## src/rtl/uart_tx_fifo.sv

```systemverilog
// Buffered UART transmitter: a small FIFO feeding a start/data/parity/stop serialiser.
// The serial line is registered and frames run back-to-back while words remain queued.
module uart_tx_fifo #(
  parameter int DATA_BITS    = 8,
  parameter int CLKS_PER_BIT = 16,
  parameter int FIFO_DEPTH   = 4,
  parameter int PARITY       = 0,
  parameter int STOP_BITS    = 1
) (
  input  logic                        clk,
  input  logic                        rst,
  input  logic                        tx_load,
  input  logic [DATA_BITS-1:0]        tx_data,
  output logic                        tx_ready,
  output logic                        tx,
  output logic                        busy,
  output logic [$clog2(FIFO_DEPTH):0] fifo_count,
  output logic                        overflow
);

  localparam int PW  = $clog2(FIFO_DEPTH);
  localparam int CW  = PW + 1;
  localparam int BAW = $clog2(CLKS_PER_BIT);
  localparam int BW  = $clog2(DATA_BITS);

  localparam logic [CW-1:0]  FIFO_FULL = CW'(FIFO_DEPTH);
  localparam logic [BAW-1:0] BAUD_LAST = BAW'(CLKS_PER_BIT - 1);
  localparam logic [BW-1:0]  BIT_LAST  = BW'(DATA_BITS - 1);
  localparam logic           STOP_LAST = (STOP_BITS == 2);
  localparam logic           PAR_ODD   = (PARITY == 1);
  localparam logic           HAS_PAR   = (PARITY != 0);

  typedef enum logic [2:0] {
    S_IDLE,
    S_START,
    S_DATA,
    S_PARITY,
    S_STOP
  } state_t;

  state_t               state, state_next;
  logic [BAW-1:0]       baud_cnt, baud_next;
  logic [BW-1:0]        bit_cnt, bit_next;
  logic                 stop_cnt, stop_next;
  logic [DATA_BITS-1:0] shift_reg, shift_next;
  logic                 tx_next;
  logic                 pop;
  logic                 wr_en;
  logic                 bit_end;
  logic                 fifo_empty;

  logic [DATA_BITS-1:0] mem [FIFO_DEPTH];
  logic [PW-1:0]        wr_ptr, rd_ptr;
  logic [DATA_BITS-1:0] fifo_head;

  assign tx_ready   = (fifo_count != FIFO_FULL);
  assign fifo_empty = (fifo_count == '0);
  assign wr_en      = tx_load && tx_ready;
  assign fifo_head  = mem[rd_ptr];
  assign bit_end    = (baud_cnt == BAUD_LAST);
  assign busy       = (state != S_IDLE) || !fifo_empty;

  always_ff @(posedge clk) begin
    if (wr_en) begin
      mem[wr_ptr] <= tx_data;
    end
  end

  // tx_ready comes from the registered count, so a load while full is dropped even if a pop coincides
  always_ff @(posedge clk) begin
    if (rst) begin
      wr_ptr     <= '0;
      rd_ptr     <= '0;
      fifo_count <= '0;
      overflow   <= 1'b0;
    end else begin
      overflow <= tx_load && !tx_ready;
      if (wr_en) begin
        wr_ptr <= wr_ptr + PW'(1);
      end
      if (pop) begin
        rd_ptr <= rd_ptr + PW'(1);
      end
      case ({wr_en, pop})
        2'b10:   fifo_count <= fifo_count + CW'(1);
        2'b01:   fifo_count <= fifo_count - CW'(1);
        default: fifo_count <= fifo_count;
      endcase
    end
  end

  always_ff @(posedge clk) begin
    if (rst) begin
      state     <= S_IDLE;
      baud_cnt  <= '0;
      bit_cnt   <= '0;
      stop_cnt  <= 1'b0;
      shift_reg <= '0;
      tx        <= 1'b1;
    end else begin
      state     <= state_next;
      baud_cnt  <= baud_next;
      bit_cnt   <= bit_next;
      stop_cnt  <= stop_next;
      shift_reg <= shift_next;
      tx        <= tx_next;
    end
  end

  // tx is registered from the next state, so the start bit appears on the same edge as the pop
  always_comb begin
    state_next = state;
    baud_next  = baud_cnt + BAW'(1);
    bit_next   = bit_cnt;
    stop_next  = stop_cnt;
    shift_next = shift_reg;
    pop        = 1'b0;
    tx_next    = 1'b1;

    case (state)
      S_IDLE: begin
        baud_next = '0;
        if (!fifo_empty) begin
          pop        = 1'b1;
          shift_next = fifo_head;
          state_next = S_START;
        end
      end
      S_START: begin
        if (bit_end) begin
          baud_next  = '0;
          bit_next   = '0;
          state_next = S_DATA;
        end
      end
      S_DATA: begin
        if (bit_end) begin
          baud_next = '0;
          if (bit_cnt == BIT_LAST) begin
            stop_next  = 1'b0;
            state_next = HAS_PAR ? S_PARITY : S_STOP;
          end else begin
            bit_next = bit_cnt + BW'(1);
          end
        end
      end
      S_PARITY: begin
        if (bit_end) begin
          baud_next  = '0;
          stop_next  = 1'b0;
          state_next = S_STOP;
        end
      end
      S_STOP: begin
        if (bit_end) begin
          baud_next = '0;
          if (stop_cnt == STOP_LAST) begin
            if (!fifo_empty) begin
              pop        = 1'b1;
              shift_next = fifo_head;
              state_next = S_START;
            end else begin
              state_next = S_IDLE;
            end
          end else begin
            stop_next = stop_cnt + 1'b1;
          end
        end
      end
      default: begin
        baud_next  = '0;
        state_next = S_IDLE;
      end
    endcase

    case (state_next)
      S_START:  tx_next = 1'b0;
      S_DATA:   tx_next = shift_next[bit_next];
      S_PARITY: tx_next = (^shift_next) ^ PAR_ODD;
      default:  tx_next = 1'b1;
    endcase
  end

endmodule

```

## config.mk

```make
export PLATFORM = sky130hd
export DESIGN_NAME = uart_tx_fifo
export DESIGN_NICKNAME = d
export VERILOG_FILES = /design/src/rtl/uart_tx_fifo.sv
export SDC_FILE = /design/constraint.sdc
export NUM_CORES = 1
export LEC_CHECK = 0
export CAP_MARGIN = 30
export CORE_MARGIN = 3
export CORE_UTILIZATION = 62
export DETAILED_ROUTE_END_ITERATION = 10
export PLACE_DENSITY = 0.83
export RECOVER_POWER = 25
export SLEW_MARGIN = 20
export SYNTH_ARGS = -nofsm -noshare
export SYNTH_HDL_FRONTEND = slang
export SYNTH_SLANG_ARGS = --single-unit
```

## constraint.sdc

```tcl
create_clock -name clk -period 6.67 [get_ports clk]
set_input_delay 0.667 -clock clk [delete_from_list [all_inputs] [get_ports clk]]
set_output_delay 0.667 -clock clk [all_outputs]
set_load 0.05 [all_outputs]
```

* Yosys cells after proc, flatten, opt, wreduce, memory -nomap -nowiden
Memories as Yosys holds them, arrays and structs flattened. A register that Yosys moved wholly into a read port is not among the register bits.
Index checks and enable logic that the tools add are counted.
** Cells by class
- Add/subtract/negate cells :: 7
- Order comparisons :: 1
- Equality and inequality tests :: 16
- Mux-type cells :: 35
- Bitwise operators :: 1
- Reductions and logical operators :: 14
** Operators by type and width (number)
- $mux 3 :: 10
- $mux 8 :: 3
- $pmux 8 s2 :: 1
- $pmux 3 s5 :: 1
- $eq 3x2->1 const B :: 4
- $mux 1 :: 12
- $pmux 3 s2 :: 2
- $ne 2x2->1 const B :: 4
- $reduce_xor 8->1 :: 1
- $add 3x1->3 const B :: 2
- $eq 3x1->1 const B :: 2
- $eq 3x3->1 const B :: 2
- $logic_not 3->1 :: 2
- $pmux 1 s3 :: 2
- $reduce_bool 3->1 :: 2
- $reduce_and 5->1 :: 1
- $add 2x1->2 const B :: 2
- $add 4x1->4 const B :: 1
- $eq 4x4->1 const B :: 1
- $lt 3x4->1 const B :: 1
- $mux 2 :: 2
- $reduce_or 4->1 :: 1
- $bmux 1 s3 :: 1
- $ne 3x3->1 const B :: 1
- other kinds (11) :: 13
** Word-level totals
- Flip-flop bits (word level) :: 28
- Memory bits (writable) :: 32
- Input bits :: 11
- Logic and storage cells :: 85
- Memories kept :: 1
** Memories
- mem :: words 4, bits a word 8, rd ports 1, clocked after Yosys merged registers in 1, wr ports 1, line 52 : logic [DATA_BITS-1:0] mem [FIFO_DEPTH];

* Logic depth before layout (Yosys ltp)
- Depth in word-level cells :: 8
- Gate-level depth with buffers :: 12
- Depth with buffers taken out :: 10

* Least setup slack after synthesis
Ideal clock, no wire load.
- Path type :: reg-to-reg
- From :: reg fifo_count[2]
- To :: reg fifo_count[2]
- Library setup time :: 0.071 ns
- Arrival :: 2.771 ns
- Data required time :: 6.599 ns
- Slack :: 3.829 ns
- Cell stages (with the launch flop) :: 9
- Path buffers :: 0
- Clock period less this slack :: 2.841 ns
- Cells stage by stage :: dfxtp_1 > nand3_1 > nand2_1 > ha_1 > inv_1 > fa_1 > xor2_1 > or3_1 > a21oi_1
** On the way
- Elaborated cells between the ends (all ways) :: 13
- Those cells by class :: 2 x add/sub; 3 x eq/ne; 5 x mux; 3 x reduce/logical
** RTL lines
- start, declared :: line 17 : output logic [$clog2(FIFO_DEPTH):0] fifo_count,
- start signal, assigned :: line 85 : 2'b10: fifo_count <= fifo_count + CW'(1);
- start signal, assigned :: line 86 : 2'b01: fifo_count <= fifo_count - CW'(1);
- start signal, assigned :: line 87 : default: fifo_count <= fifo_count;
- $ne 3x3->1 (*) :: line 56 : assign tx_ready = (fifo_count != FIFO_FULL);
- via tx_ready :: line 14 : output logic tx_ready,
- $logic_and 1x1->1 (*) :: line 58 : assign wr_en = tx_load && tx_ready;
- $eq 2x1->1 or $eq 2x2->1 (tied branches) :: line 84 : case ({wr_en, pop})
- $pmux 3 s2 or $reduce_bool 2->1 (tied branches)
The timed path passes the listed nets; every way through them passes the cells marked *.
A chain may end at the register's enable or synchronous reset.

* Worst setup path after layout
- From :: reg baud_cnt[0]
- To :: reg fifo_count[2]
** On the way
- Word-level cells in the longest chain between the ends :: 5
- Elaborated cells between the ends (all ways) :: 7
- Those cells by class :: 3 x eq/ne; 3 x mux; 1 x reduce/logical
** RTL lines
- start, declared :: line 42 : logic [BAW-1:0] baud_cnt, baud_next;
- start signal, assigned :: line 102 : baud_cnt <= baud_next;
- $eq 4x4->1 (*) :: line 60 : assign bit_end = (baud_cnt == BAUD_LAST);
- $mux 1 (*) :: line 155 : if (bit_end) begin
- $pmux 1 s2 (*) :: line 120 : case (state)
- $eq 2x1->1 or $eq 2x2->1 (tied branches) :: line 84
- $pmux 3 s2 or $reduce_bool 2->1 (tied branches)
Mark *: on every way between the ends. The rest lies on a longest branch, timed or not.

==> reports/results.ini <==
[outcome]
status = completed

[critical_path]
rrSetupSlack_ns = 3.77
path_common_cell = ha_1
cp-start-kind = flip-flop
reg2regPathDepth = 10
crit_fanout = 11
cp-end-kind = flip-flop
critical_path_cell_count = 10
r2r_start = baud_cnt[0]
cp_slowest_stage_delay_ns = 0.63
worstSetupEndpoint = fifo_count[2]
worstPathArrival_ns = 3.15
startpoint = baud_cnt[0]
path_class = flip-flop to flip-flop
path_delay_family = adder cells
critPathRequiredTime_ns = 6.92
critPathSlowestCell = a2111o_1
worst-path-buf-inv = 2
r2r_end = fifo_count[2]
worstPathCellList = ha_1, nand3_4, a2111o_1, inv_6, ha_1, inv_1, fa_1, xor2_1, or3_1, a21oi_1

[yosys]
synth_top_cell_area_share = 0.355
ys_seq_elements = 61
synth-xor-area-share = 0.0568
synth_top_cells_by_area = edfxtp_1 (35%), dfxtp_1 (21%), mux4_2 (6.6%), ha_1 (3.2%), nor2_1 (2.9%)
synth_top_area_cell = edfxtp_1
syn-cell-area_um2 = 2710
synth_nets = 237
synth_compound_area_frac = 0.0831
synthDistinctLibCells = 47
ys_warn_count = 0
ys.flop_type = edfxtp_1
synth_adder_area_share = 0.0397
ys_seq_area_frac = 0.569
synth.avg_cell_area_um2 = 12.4
syn_inst = 218
async_reset_ff_frac = 0
synth_top_family_by_area = simple AND/OR/NAND/NOR gates
synth-edff-count = 32
muxShareOfSynthArea = 0.0970
yosys.area_share.simple = 0.121

[clock_network]
htreeDepth = 3
numCtsBuffers = 9
clock_path_buffers = 2
cts.sinks = 61
cts-resized-gates = 0
postCtsSetupBuffers = 0
clock_latency_ns = 0.34
cts_tree = yes
postCtsHoldBufs = 0
clk_root_buffer_cell = clkbuf_8
clk_pin_slew_ns = 0.07

[floorplan]
start_util = 0.659
io_pins = 18
core_area_um2 = 4120
num_rows = 23
die_w_um = 72.1
dieArea_um2 = 5200
die_h_um = 72.1

[routing]
finalWirelength_um = 4640
vias = 1685
route.detailed.drc = 0
vias_per_cell = 5.77
drt_first_iter_violations = 132
ant_nets = 0
post_drt_wl_per_cell_um = 15.9
drt_first_pass_iters = 5

[sta]
final_max_slew_viol_count = 0
final.setup.tns_ns = 0
setup_ws_ns = 3.77
worst_slew_pin_slew_ns = 0.881
setup_violations = 0
max_freq_ghz = 0.345
relSlewSlack = 0.411
skew_ns = 0.00700
hold_viol_final = 0
rsz0062_at_grt = no
fin_crit_ns = 2.90
post-route-period-util = 0.435

[final_layout]
drive_gt1_frac = 0.136
fin_area_um2 = 3060
regArea_um2 = 1540
multiInputGateArea_um2 = 1080
antenna_cells = 0
final_util = 0.743
n_fill_cell = 284
nets = 256
layout_common_cells = edfxtp_1 (32), dfxtp_1 (29), nor2_1 (21)
layout_commonest_cell = edfxtp_1
synthToLayoutAreaGrowth_pct = 12.9
largest_reg_flops = 32

[place]
hpwl_um = 3240
gp_congestion = 0.796
port_buffers = 17
placed_area_um2 = 2880
dp_slack_ns = 3.78

[global_route]
antenna_found_initial = 0
grt_pass1_vias = 1654
grt_overflow_total = 0
grt_max_degree = 25
grt_pass1_wl_um = 7780
grt.total_usage = 0.204

[power_and_ir_drop]
p_leak_nw = 1.09
powerDensity_nw_per_um2 = 431
ir_drop_mv = 0.288

[min_path]
min_from = baud_cnt[0]
hold_class = flip-flop to flip-flop

[run]
maxCapViolCount = 0

## per-layer routing
layer	track usage	vias up	wire [um]
li1	-	840	-
met1	0.265	799	2140
met2	0.312	35	2230
met3	0.0831	11	182
met4	0.0731	0	80
met5	0	-	0
## metrics by stage
step | hold slack (ns) | power [W] | std cells
6_report | 0.454 | 0.00132 | 292
5_1_grt | 0.478 | 0.00140 | 292
4_1_cts | 0.457 | 0.00133 | 292
3_5_place_dp | 0.446 | 0.00104 | 276
3_3_place_gp | 0.429 | 0.00102 | 276
2_1_floorplan | 0.418 | 0.000953 | 218
## cells by family (layout without fill, tap and decap cells)
logic type,Yosys count,in the layout
xor+xnor,16,16
mux,16,16
flops,61,61
compound gates,35,35
buf+inv,16,40
simple gates,66,66
fa+ha+maj,8,8
## cells in the mapped netlist, drive strengths merged, types with 4 or more instances
| cell | n |
|---|---|
| a21oi | 13 |
| and3 | 5 |
| buf | 4 |
| clkbuf | 5 |
| dfxtp | 29 |
| edfxtp | 32 |
| ha | 7 |
| inv | 7 |
| mux2i | 6 |
| mux4 | 8 |
| nand2 | 18 |
| nand3 | 8 |
| nor2 | 21 |
| o21ai | 6 |
| xnor2 | 7 |
| xor2 | 8 |
## worst min-delay path by stage
| stage | end | slack [ns] | depth (start not counted) |
|---|---|---|---|
| final | baud_cnt[0] | 0.45 | 1 |
| after detailed placement | baud_cnt[0] | 0.45 | 1 |
| after CTS | baud_cnt[0] | 0.46 | 1 |
| after global routing | baud_cnt[0] | 0.48 | 1 |
| after floorplan | baud_cnt[0] | 0.42 | 1 |
| after global placement | baud_cnt[0] | 0.43 | 1 |
## final cells by class
class	instances	share of cell area
flip-flops and latches	61	0.504
inverters	7	0.0102
repair buffers	17	0.0556
clock inverters	7	0.0168
well taps	50	0.0204
clock buffers	9	0.0405
multi-input cells	141	0.353
## worst register-to-register path, stage by stage, from the launching register on
cell,delay [ns]
dfxtp_1,0.36
ha_1,0.26
nand3_4,0.15
a2111o_1,0.63
inv_6,0.18
ha_1,0.20
inv_1,0.06
fa_1,0.37
xor2_1,0.16
or3_1,0.31
a21oi_1,0.14
## report_power, final
| group | total (W) | switching, W | internal (W) | leakage, nW |
|---|---|---|---|---|
| logic | 0.000517 | 0.000273 | 0.000244 | 0.478 |
| registers | 0.000513 | 0.0000532 | 0.000460 | 0.530 |
| clock network | 0.000288 | 0.000153 | 0.000135 | 0.0856 |
(Power assumes the default switching activity.)
